**src/rtl/multicycle_pkg.sv**
```systemverilog
// Shared types for the multicycle RV32I control FSM.
// State, opcode, control encodings and opcode classes.
package multicycle_pkg;

  typedef enum logic [2:0] {
    S_FETCH     = 3'd0,
    S_DECODE    = 3'd1,
    S_EXECUTE   = 3'd2,
    S_MEM       = 3'd3,
    S_WRITEBACK = 3'd4,
    S_PC_UPDATE = 3'd5,
    S_TRAP      = 3'd6
  } state_e;

  localparam logic [6:0] OPC_LOAD   = 7'b0000011;
  localparam logic [6:0] OPC_STORE  = 7'b0100011;
  localparam logic [6:0] OPC_OP_IMM = 7'b0010011;
  localparam logic [6:0] OPC_OP     = 7'b0110011;
  localparam logic [6:0] OPC_BRANCH = 7'b1100011;
  localparam logic [6:0] OPC_JAL    = 7'b1101111;
  localparam logic [6:0] OPC_JALR   = 7'b1100111;
  localparam logic [6:0] OPC_LUI    = 7'b0110111;
  localparam logic [6:0] OPC_AUIPC  = 7'b0010111;

  typedef enum logic [3:0] {
    PC_HOLD   = 4'b0000,
    PC_PLUS4  = 4'b0001,
    PC_BRANCH = 4'b0010,
    PC_JAL    = 4'b0011,
    PC_JALR   = 4'b0100,
    PC_TRAP   = 4'b1000
  } pc_ctrl_e;

  typedef enum logic [2:0] {
    ALU_ADD      = 3'b000,
    ALU_R_FUNCT  = 3'b001,
    ALU_I_FUNCT  = 3'b010,
    ALU_CMP      = 3'b011,
    ALU_PASS_IMM = 3'b100,
    ALU_PC_IMM   = 3'b101
  } alu_ctrl_e;

  typedef enum logic [1:0] {
    WB_ALU = 2'b00,
    WB_MEM = 2'b01,
    WB_PC4 = 2'b10
  } wb_sel_e;

  typedef enum logic [3:0] {
    CLS_LOAD,
    CLS_STORE,
    CLS_OP_IMM,
    CLS_OP,
    CLS_BRANCH,
    CLS_JAL,
    CLS_JALR,
    CLS_LUI,
    CLS_AUIPC,
    CLS_NONE
  } op_class_e;

  typedef struct packed {
    logic      mem_req;
    logic      mem_we;
    logic      mem_addr_sel;
    logic      ir_load;
    pc_ctrl_e  pc_control;
    alu_ctrl_e alu_control;
    logic      rf_we;
    wb_sel_e   wb_sel;
    logic      trap;
  } ctrl_t;

  function automatic logic retires(input pc_ctrl_e pc);
    return (pc != PC_HOLD) && (pc != PC_TRAP);
  endfunction

endpackage

```
**src/rtl/multicycle_control_fsm_opcode_classifier.sv**
```systemverilog
// Combinational RV32I opcode classifier.
// Unknown opcodes map to CLS_NONE with illegal set.
module opcode_classifier
  import multicycle_pkg::*;
(
  input  logic [6:0] opcode,
  output op_class_e  op_class,
  output logic       illegal
);

  always_comb begin
    op_class = CLS_NONE;
    illegal  = 1'b0;
    unique case (1'b1)
      (opcode == OPC_LOAD):   op_class = CLS_LOAD;
      (opcode == OPC_STORE):  op_class = CLS_STORE;
      (opcode == OPC_OP_IMM): op_class = CLS_OP_IMM;
      (opcode == OPC_OP):     op_class = CLS_OP;
      (opcode == OPC_BRANCH): op_class = CLS_BRANCH;
      (opcode == OPC_JAL):    op_class = CLS_JAL;
      (opcode == OPC_JALR):   op_class = CLS_JALR;
      (opcode == OPC_LUI):    op_class = CLS_LUI;
      (opcode == OPC_AUIPC):  op_class = CLS_AUIPC;
      default:                illegal  = 1'b1;
    endcase
  end

endmodule

```
**src/rtl/multicycle_control_fsm.sv**
```systemverilog
// Multicycle RV32I sequencer with retire/cycle counters.
// MULTICYCLE_ILLEGAL_TRAP_EN: illegal opcodes trap instead of NOP.
module multicycle_control_fsm
  import multicycle_pkg::*;
#(
  parameter int CNT_W = 32
) (
  input  logic             clk,
  input  logic             rst_n,
  input  logic [6:0]       opcode,
  input  logic             branch_taken,
  input  logic             mem_ready,
  output logic             mem_req,
  output logic             mem_we,
  output logic             mem_addr_sel,
  output logic             ir_load,
  output logic [3:0]       pc_control,
  output logic [2:0]       alu_control,
  output logic             rf_we,
  output logic [1:0]       wb_sel,
  output logic             trap,
  output logic [2:0]       state,
  output logic [CNT_W-1:0] instret_count,
  output logic [CNT_W-1:0] cycle_count
);

  state_e    state_q, state_d;
  logic      br_q, br_d;
  op_class_e op_class;
  logic      illegal;
  ctrl_t     ctrl, ctrl_out;

  opcode_classifier u_cls (
    .opcode   (opcode),
    .op_class (op_class),
    .illegal  (illegal)
  );

  always_ff @(posedge clk or negedge rst_n) begin
    if (!rst_n) begin
      state_q       <= S_FETCH;
      br_q          <= 1'b0;
      instret_count <= '0;
      cycle_count   <= '0;
    end else begin
      state_q     <= state_d;
      br_q        <= br_d;
      cycle_count <= cycle_count + CNT_W'(1);
      if (retires(ctrl.pc_control))
        instret_count <= instret_count + CNT_W'(1);
    end
  end

  always_comb begin
    state_d          = state_q;
    br_d             = br_q;
    ctrl             = '0;
    ctrl.pc_control  = PC_HOLD;
    ctrl.alu_control = ALU_ADD;
    ctrl.wb_sel      = WB_ALU;
    case (state_q)
      S_FETCH: begin
        ctrl.mem_req = 1'b1;
        if (mem_ready) begin
          ctrl.ir_load = 1'b1;
          state_d      = S_DECODE;
        end
      end
      S_DECODE: state_d = S_EXECUTE;
      S_EXECUTE: begin
        unique case (op_class)
          CLS_OP:     ctrl.alu_control = ALU_R_FUNCT;
          CLS_OP_IMM: ctrl.alu_control = ALU_I_FUNCT;
          CLS_BRANCH: ctrl.alu_control = ALU_CMP;
          CLS_LUI:    ctrl.alu_control = ALU_PASS_IMM;
          CLS_AUIPC,
          CLS_JAL:    ctrl.alu_control = ALU_PC_IMM;
          default:    ctrl.alu_control = ALU_ADD;
        endcase
        if (illegal) begin
`ifdef MULTICYCLE_ILLEGAL_TRAP_EN
          state_d = S_TRAP;
`else
          state_d = S_PC_UPDATE;
`endif
        end else if (op_class == CLS_LOAD || op_class == CLS_STORE) begin
          state_d = S_MEM;
        end else if (op_class == CLS_BRANCH) begin
          br_d    = branch_taken;
          state_d = S_PC_UPDATE;
        end else begin
          state_d = S_WRITEBACK;
        end
      end
      S_MEM: begin
        ctrl.mem_req      = 1'b1;
        ctrl.mem_addr_sel = 1'b1;
        ctrl.mem_we       = (op_class == CLS_STORE);
        if (mem_ready)
          state_d = (op_class == CLS_LOAD) ? S_WRITEBACK : S_PC_UPDATE;
      end
      S_WRITEBACK: begin
        ctrl.rf_we = 1'b1;
        unique case (op_class)
          CLS_LOAD: begin
            ctrl.wb_sel     = WB_MEM;
            ctrl.pc_control = PC_PLUS4;
          end
          CLS_JAL: begin
            ctrl.wb_sel     = WB_PC4;
            ctrl.pc_control = PC_JAL;
          end
          CLS_JALR: begin
            ctrl.wb_sel     = WB_PC4;
            ctrl.pc_control = PC_JALR;
          end
          default: ctrl.pc_control = PC_PLUS4;
        endcase
        state_d = S_FETCH;
      end
      S_PC_UPDATE: begin
        ctrl.pc_control = (op_class == CLS_BRANCH && br_q) ?
                          PC_BRANCH : PC_PLUS4;
        state_d = S_FETCH;
      end
`ifdef MULTICYCLE_ILLEGAL_TRAP_EN
      S_TRAP: begin
        ctrl.trap       = 1'b1;
        ctrl.pc_control = PC_TRAP;
        state_d         = S_FETCH;
      end
`endif
      default: state_d = S_FETCH;
    endcase
  end

  // Reset gates every output so an in-flight request drops at once.
  assign ctrl_out     = rst_n ? ctrl : '0;
  assign mem_req      = ctrl_out.mem_req;
  assign mem_we       = ctrl_out.mem_we;
  assign mem_addr_sel = ctrl_out.mem_addr_sel;
  assign ir_load      = ctrl_out.ir_load;
  assign pc_control   = ctrl_out.pc_control;
  assign alu_control  = ctrl_out.alu_control;
  assign rf_we        = ctrl_out.rf_we;
  assign wb_sel       = ctrl_out.wb_sel;
  assign trap         = ctrl_out.trap;
  assign state        = state_q;

endmodule

```
**config.mk**
```make
export PLATFORM = sky130hd
export DESIGN_NAME = multicycle_control_fsm
export DESIGN_NICKNAME = d
export VERILOG_FILES = /design/src/rtl/multicycle_pkg.sv /design/src/rtl/multicycle_control_fsm_opcode_classifier.sv /design/src/rtl/multicycle_control_fsm.sv
export SDC_FILE = /design/constraint.sdc
export NUM_CORES = 1
export LEC_CHECK = 0
export CAP_MARGIN = 15
export CELL_PAD_IN_SITES_DETAIL_PLACEMENT = 2
export CELL_PAD_IN_SITES_GLOBAL_PLACEMENT = 2
export CORE_MARGIN = 5
export CORE_UTILIZATION = 23
export DETAILED_ROUTE_END_ITERATION = 16
export PLACE_DENSITY_LB_ADDON = 0.05
export SLEW_MARGIN = 10
export SYNTH_ARGS = -nofsm -noshare
export SYNTH_HDL_FRONTEND = slang
export SYNTH_SLANG_ARGS = --single-unit
```
**constraint.sdc**
```tcl
create_clock -name clk -period 1.6 [get_ports clk]
set_input_delay 0.32 -clock clk [delete_from_list [all_inputs] [get_ports clk]]
set_output_delay 0.32 -clock clk [all_outputs]
set_load 0.02 [all_outputs]
```
### After elaboration in Yosys (flattened, before gate mapping)

Cells that the tools add are included.

| word-level totals | value |
|---|---|
| flip-flop bits (word level) | 68 |
| input port bits | 11 |
| output and inout bits | 82 |
| logic and storage cells | 64 |

| operators by class | value |
|---|---|
| add/sub/neg operators | 2 |
| equal/unequal tests | 25 |
| multiplexer cells | 20 |
| bitwise gates (word level) | 1 |
| reductions and logical operators | 12 |

Operators by type and width:

| operator | count |
|---|---|
| adder 32 x 1 -> 32 bit (second input constant) | 2 |
| one-hot mux 4 bit (9 select lines) | 1 |
| == test 7 x 6 -> 1 bit (second input constant) | 3 |
| == test 7 bit (second input constant) | 3 |
| two-way mux 3 bit | 6 |
| == test 4 x 3 -> 1 bit (second input constant) | 4 |
| two-way mux 15 bit | 1 |
| one-hot mux 3 bit (5 select lines) | 1 |
| == test 7 x 5 -> 1 bit (second input constant) | 2 |
| one-hot mux 3 bit (2 select lines) | 2 |
| one-hot mux 3 bit (4 select lines) | 1 |
| OR reduction 9 bit | 1 |
| == test 4 x 2 -> 1 bit (second input constant) | 2 |
| == test 7 x 2 -> 1 bit (second input constant) | 1 |
| == test 3 x 2 -> 1 bit (second input constant) | 2 |
| == test 3 bit (second input constant) | 2 |
| OR reduction 2 bit | 3 |
| two-way mux 1 bit | 5 |
| == test 4 x 1 -> 1 bit (second input constant) | 1 |
| == test 4 bit (second input constant) | 1 |
| logical NOT 4 bit | 1 |
| two-way mux 2 bit | 2 |
| inequality test 2 bit (second input constant) | 2 |
| inequality test 4 bit (second input constant) | 1 |
| 9 further kinds | 10 |

### Longest topological paths before layout

| depth | value |
|---|---|
| depth in word-level cells | 8 |
| gate-level depth with buffers | 5 |

### Hierarchy

A second synthesis with hierarchy kept.

| second synthesis, totals | value |
|---|---|
| cell total of the unflattened synthesis | 332 |
| area, all modules | 3,493.4 um2 |

By module, submodules not included:

| module | instances | cells each | area an instance (um2) | seq. area each (um2) |
|---|---|---|---|---|
| multicycle_control_fsm | 1 | 311 | 3,355.7 | 1,701.6 |
| opcode_classifier | 1 | 21 | 137.6 | 0.0 |

### Worst setup path before layout

No wires, ideal clock.

| timing path | value |
|---|---|
| path kind | input port to output port |
| start | input port opcode[6] |
| end | output port alu_control[0] |
| arrival | 2.086 ns |
| data required time | 1.280 ns |
| slack | -0.806 ns |
| stages on the path | 5 |
| path buffers | 1 |
| path through | clkbuf_1 > and3b_1 > and2_1 > o21ai_0 > a2111oi_0 |

| on the way | value |
|---|---|
| word-level cells in the longest chain between the ends | 7 |
| elaborated cells on any way between the ends | 20 |
| those cells by class | eq/ne: 15; mux: 4; reduce/logical: 1 |

Ends and longest elaborated chain:

| element | RTL line | source |
|---|---|---|
| start: declaration | multicycle_control_fsm.sv:10 | `input logic [6:0] opcode,` |
| == test 7 x 5 -> 1 bit, or another cell as far along | multicycle_control_fsm_opcode_classifier.sv:23 | `(opcode == OPC_AUIPC): op_class = CLS_AUIPC;` |
| one-hot mux 4 bit (9 select lines) (*) | multicycle_control_fsm_opcode_classifier.sv:14 | `unique case (1'b1)` |
| == test 4 x 3 -> 1 bit / == test 4 bit (equally long branches) | multicycle_control_fsm.sv:71 | `unique case (op_class)` |
| OR reduction 2 bit | multicycle_control_fsm.sv:71 |  |
| one-hot mux 3 bit (5 select lines) (*) | multicycle_control_fsm.sv:71 |  |
| two-way mux 3 bit (*) | multicycle_control_fsm.sv:61 | `case (state_q)` |
| two-way mux 15 bit (*) | multicycle_control_fsm.sv:138 | `assign ctrl_out = rst_n ? ctrl : '0;` |
| end: declaration | multicycle_control_fsm.sv:18 | `output logic [2:0] alu_control,` |

Mark *: on every way between the ends. The rest lies on a longest branch, timed or not.

### Worst setup path in the final report

| timing path | value |
|---|---|
| start | register state_q[1], in the netlist state[1] |
| end | output port pc_control[2] |

| on the way | value |
|---|---|
| word-level cells in the longest chain between the ends | 3 |
| elaborated cells on any way between the ends | 4 |
| those cells by class | eq/ne: 2; mux: 2 |

Ends and longest elaborated chain:

| element | RTL line | source |
|---|---|---|
| start: declaration | multicycle_control_fsm.sv:27 | `state_e state_q, state_d;` |
| start signal: assignment | multicycle_control_fsm.sv:46 | `state_q <= state_d;` |
| == test 3 bit | multicycle_control_fsm.sv:61 |  |
| one-hot mux 3 bit (2 select lines) (*) | multicycle_control_fsm.sv:61 |  |
| two-way mux 15 bit (*) | multicycle_control_fsm.sv:138 |  |
| end: declaration | multicycle_control_fsm.sv:17 | `output logic [3:0] pc_control,` |

Marked as above.

==> flow_summary.ini <==
[sta]
fin_hold_ws_ps = 211
clock_skew_ps = 6.33
finalSetupViolCount = 30
worst_pin_slew_ps = 716
finalSetupTns_ps = -3110
rsz0062_at_grt = true
post-route-period-util_pct = 114
period_minus_slack_ps = 1820
hold_viol_final = 0
fin_ws_ps = -221
fmax_ghz = 0.549
drv_slew = 0
maxSlewHeadroom_pct = 52.2

[logic_synthesis]
synth_top_area_share_pct = 50.1
synthTopCellsByArea = dfrtp_1 50%, xnor2_1 12%, nand3_1 4.4%
yosys.cell_types.count = 44
yosys.area.top_type = dfrtp_1
synth.avg_cell_area_um2 = 10.5
synth_area_um2 = 3400
ys.flop_type = dfrtp_1
synthCells = 323
synth_edf_count = 0
ys_seq_elements = 68
async_flop_share_pct = 100
synth_seq_area_share_pct = 50.1
yosys_warnings = 0

[clocking]
cts_sinks = 68
h-tree-depth = 3
path_clk_slew_ps = 50
clockBufferDepth = 2
clock-root-buffer = clkbuf_16
clk_latency_ps = 330
cts_tree = built
numCtsBuffers = 9

[grt]
grt_max_degree = 56
antenna_found_initial = 1
first_global_vias = 3768
grt_pass1_wl_um = 19700
gr-total-overflow = 0
grt_usage_pct = 13.8

[critical_path]
critPathMaxStageDelay_ps = 410
crit_path_start_kind = flop
crit_path_max_fanout = 3
r2r-end = instret_count[22]$_DFFE_PN0P_
ff2ff_path_depth = 8
path_cells = nand3b_1, nor2_4, nand2_4, nor3_4, buf_6
crit_slowest_cell = dfrtp_2
timing.rr.start = state[1]$_DFFE_PN0P_
critPathCaptureType = output pin
r2r_slack_ps = -140
cp_data_arrival_time_ps = 1500
path_class = reg2out
crit_required_ps = 1280

[route]
ant_nets = 0
wl_um = 11700
routedWlPerCell_um = 16.2
dr.pass1.iters = 3
vias_per_cell = 4.55
drtIter0Drc = 89
vias = 3275
drc = 0

[min_path]
min_path_type = in2async

[cells_and_area]
antenna_cells = 0
fin_area_um2 = 6060
drive_gt1_share_pct = 46.3
stdcell_count = 720
area_growth_pct = 78.4
mostFrequentLayoutCells = 99 x buf_4, 61 x dlygate4sd2_1, 47 x xnor2_1
nNetsFinal = 544
final_common_cell = buf_4

[place]
dp.cells = 682
io_buffers = 90
gp_congestion = 0.729
placed_cell_area_um2 = 5350
hpwlAfterDp_um = 8720
pre_cts_ws_ps = -1050

[floorplan]
die_x_um = 132
num_io_pins = 93
rows = 44
die_h_um = 132
floorplan.initialDensity_pct = 23.4
core_area_um2 = 14500
die_area_um2 = 17300

[power]
ir_drop_v = 0.000553
p_per_area_nw_per_um2 = 925
p_leak_uw = 0.00291

[flow_run]
cap_viol_max_count = 0

[run_status]
violations = setup timing
status = finished, violations left
## power breakdown
part	leakage, uW	internal, uW	switching (uW)
clock	0.000149	1290	756
combinational	0.00188	800	832
sequential	0.000875	1830	102
## per-layer routing
metal	GRT usage, %	part of all wire [%]
met1	16.5	43
met4	4.11	1.4
met3	4.13	3.8
met2	23.8	52
met5	0	0.17
## stage by stage
| step | total power (uW) | util, % |
|---|---|---|
| 3_3_place_gp | 3410 | 36.8 |
| 5_1_grt | 5910 | 41.7 |
| 4_1_cts | 5660 | 40.2 |
| 6_report | 5610 | 41.7 |
| 3_5_place_dp | 3440 | 36.8 |
| 2_1_floorplan | 2630 | - |
## sequential cells by signal (all words and copies together) (netlist names)
signal / cells
br_q: 1
cycle_count: 32
instret_count: 32
state: 3
## Yosys cell counts, types with 2 or more instances
cell type,instances
dfrtp_1,68
xnor2_1,48
nand3_1,30
nand2_1,24
nand4_1,22
nor2_1,20
nor3_1,15
xor2_1,14
and3_1,12
inv_1,6
clkbuf_1,5
a21oi_1,4
and4_1,4
nor2b_1,4
nand2b_1,3
nand3b_1,3
nor4_2,3
o21ai_0,3
or4_4,3
a2111oi_0,2
and2_1,2
buf_4,2
ha_1,2
mux2_2,2
nand4_2,2
nor4_1,2
## worst max-delay path by stage
stage	endpoint	startpoint	cells past startpoint
after detailed placement	alu_control[0]	opcode[3]	6
after CTS	pc_control[2]	state[1]$_DFFE_PN0P_	5
final	pc_control[2]	state[1]$_DFFE_PN0P_	5
after global routing	pc_control[2]	state[1]$_DFFE_PN0P_	5
after global placement	alu_control[0]	opcode[3]	6
after floorplan	pc_control[2]	state[1]$_DFFE_PN0P_	5
## critical path: cells and delay by family (launching register included)
kind	cells	cell delay [ps]
AND/OR/NAND/NOR	4	630
buffers and inverters	1	140
flip-flops	1	410
## area by class of cell
class | instances | area (um2)
clock buffers | 12 | 256
clock inverters | 4 | 47.5
fillers | 1562 | 8470
inverters | 6 | 22.5
multi-input cells | 242 | 2020
flip-flops and latches | 68 | 1740
well taps | 184 | 230
repair buffers | 204 | 1740
## repair_timing
item	4_1_cts	5_1_grt
pin swaps	18	15
hold buffers	1	0
setup endpoints to repair	108	57
gates cloned	0	0
buffers inserted	10	12
endpoints found under the hold margin	13	0
resized for setup	199	47
## kinds of logic after synthesis
family | Yosys count | synth area share, %
simple gates | 160 | 27.9
flops | 68 | 50.1
xor+xnor | 62 | 16.0
compound gates | 14 | 2.69
buf+inv | 14 | 1.81
fa+ha+maj | 2 | 0.737
mux | 2 | 0.663
other cells | 1 | 0.110
Note: power is estimated with default switching activity, not from simulation.
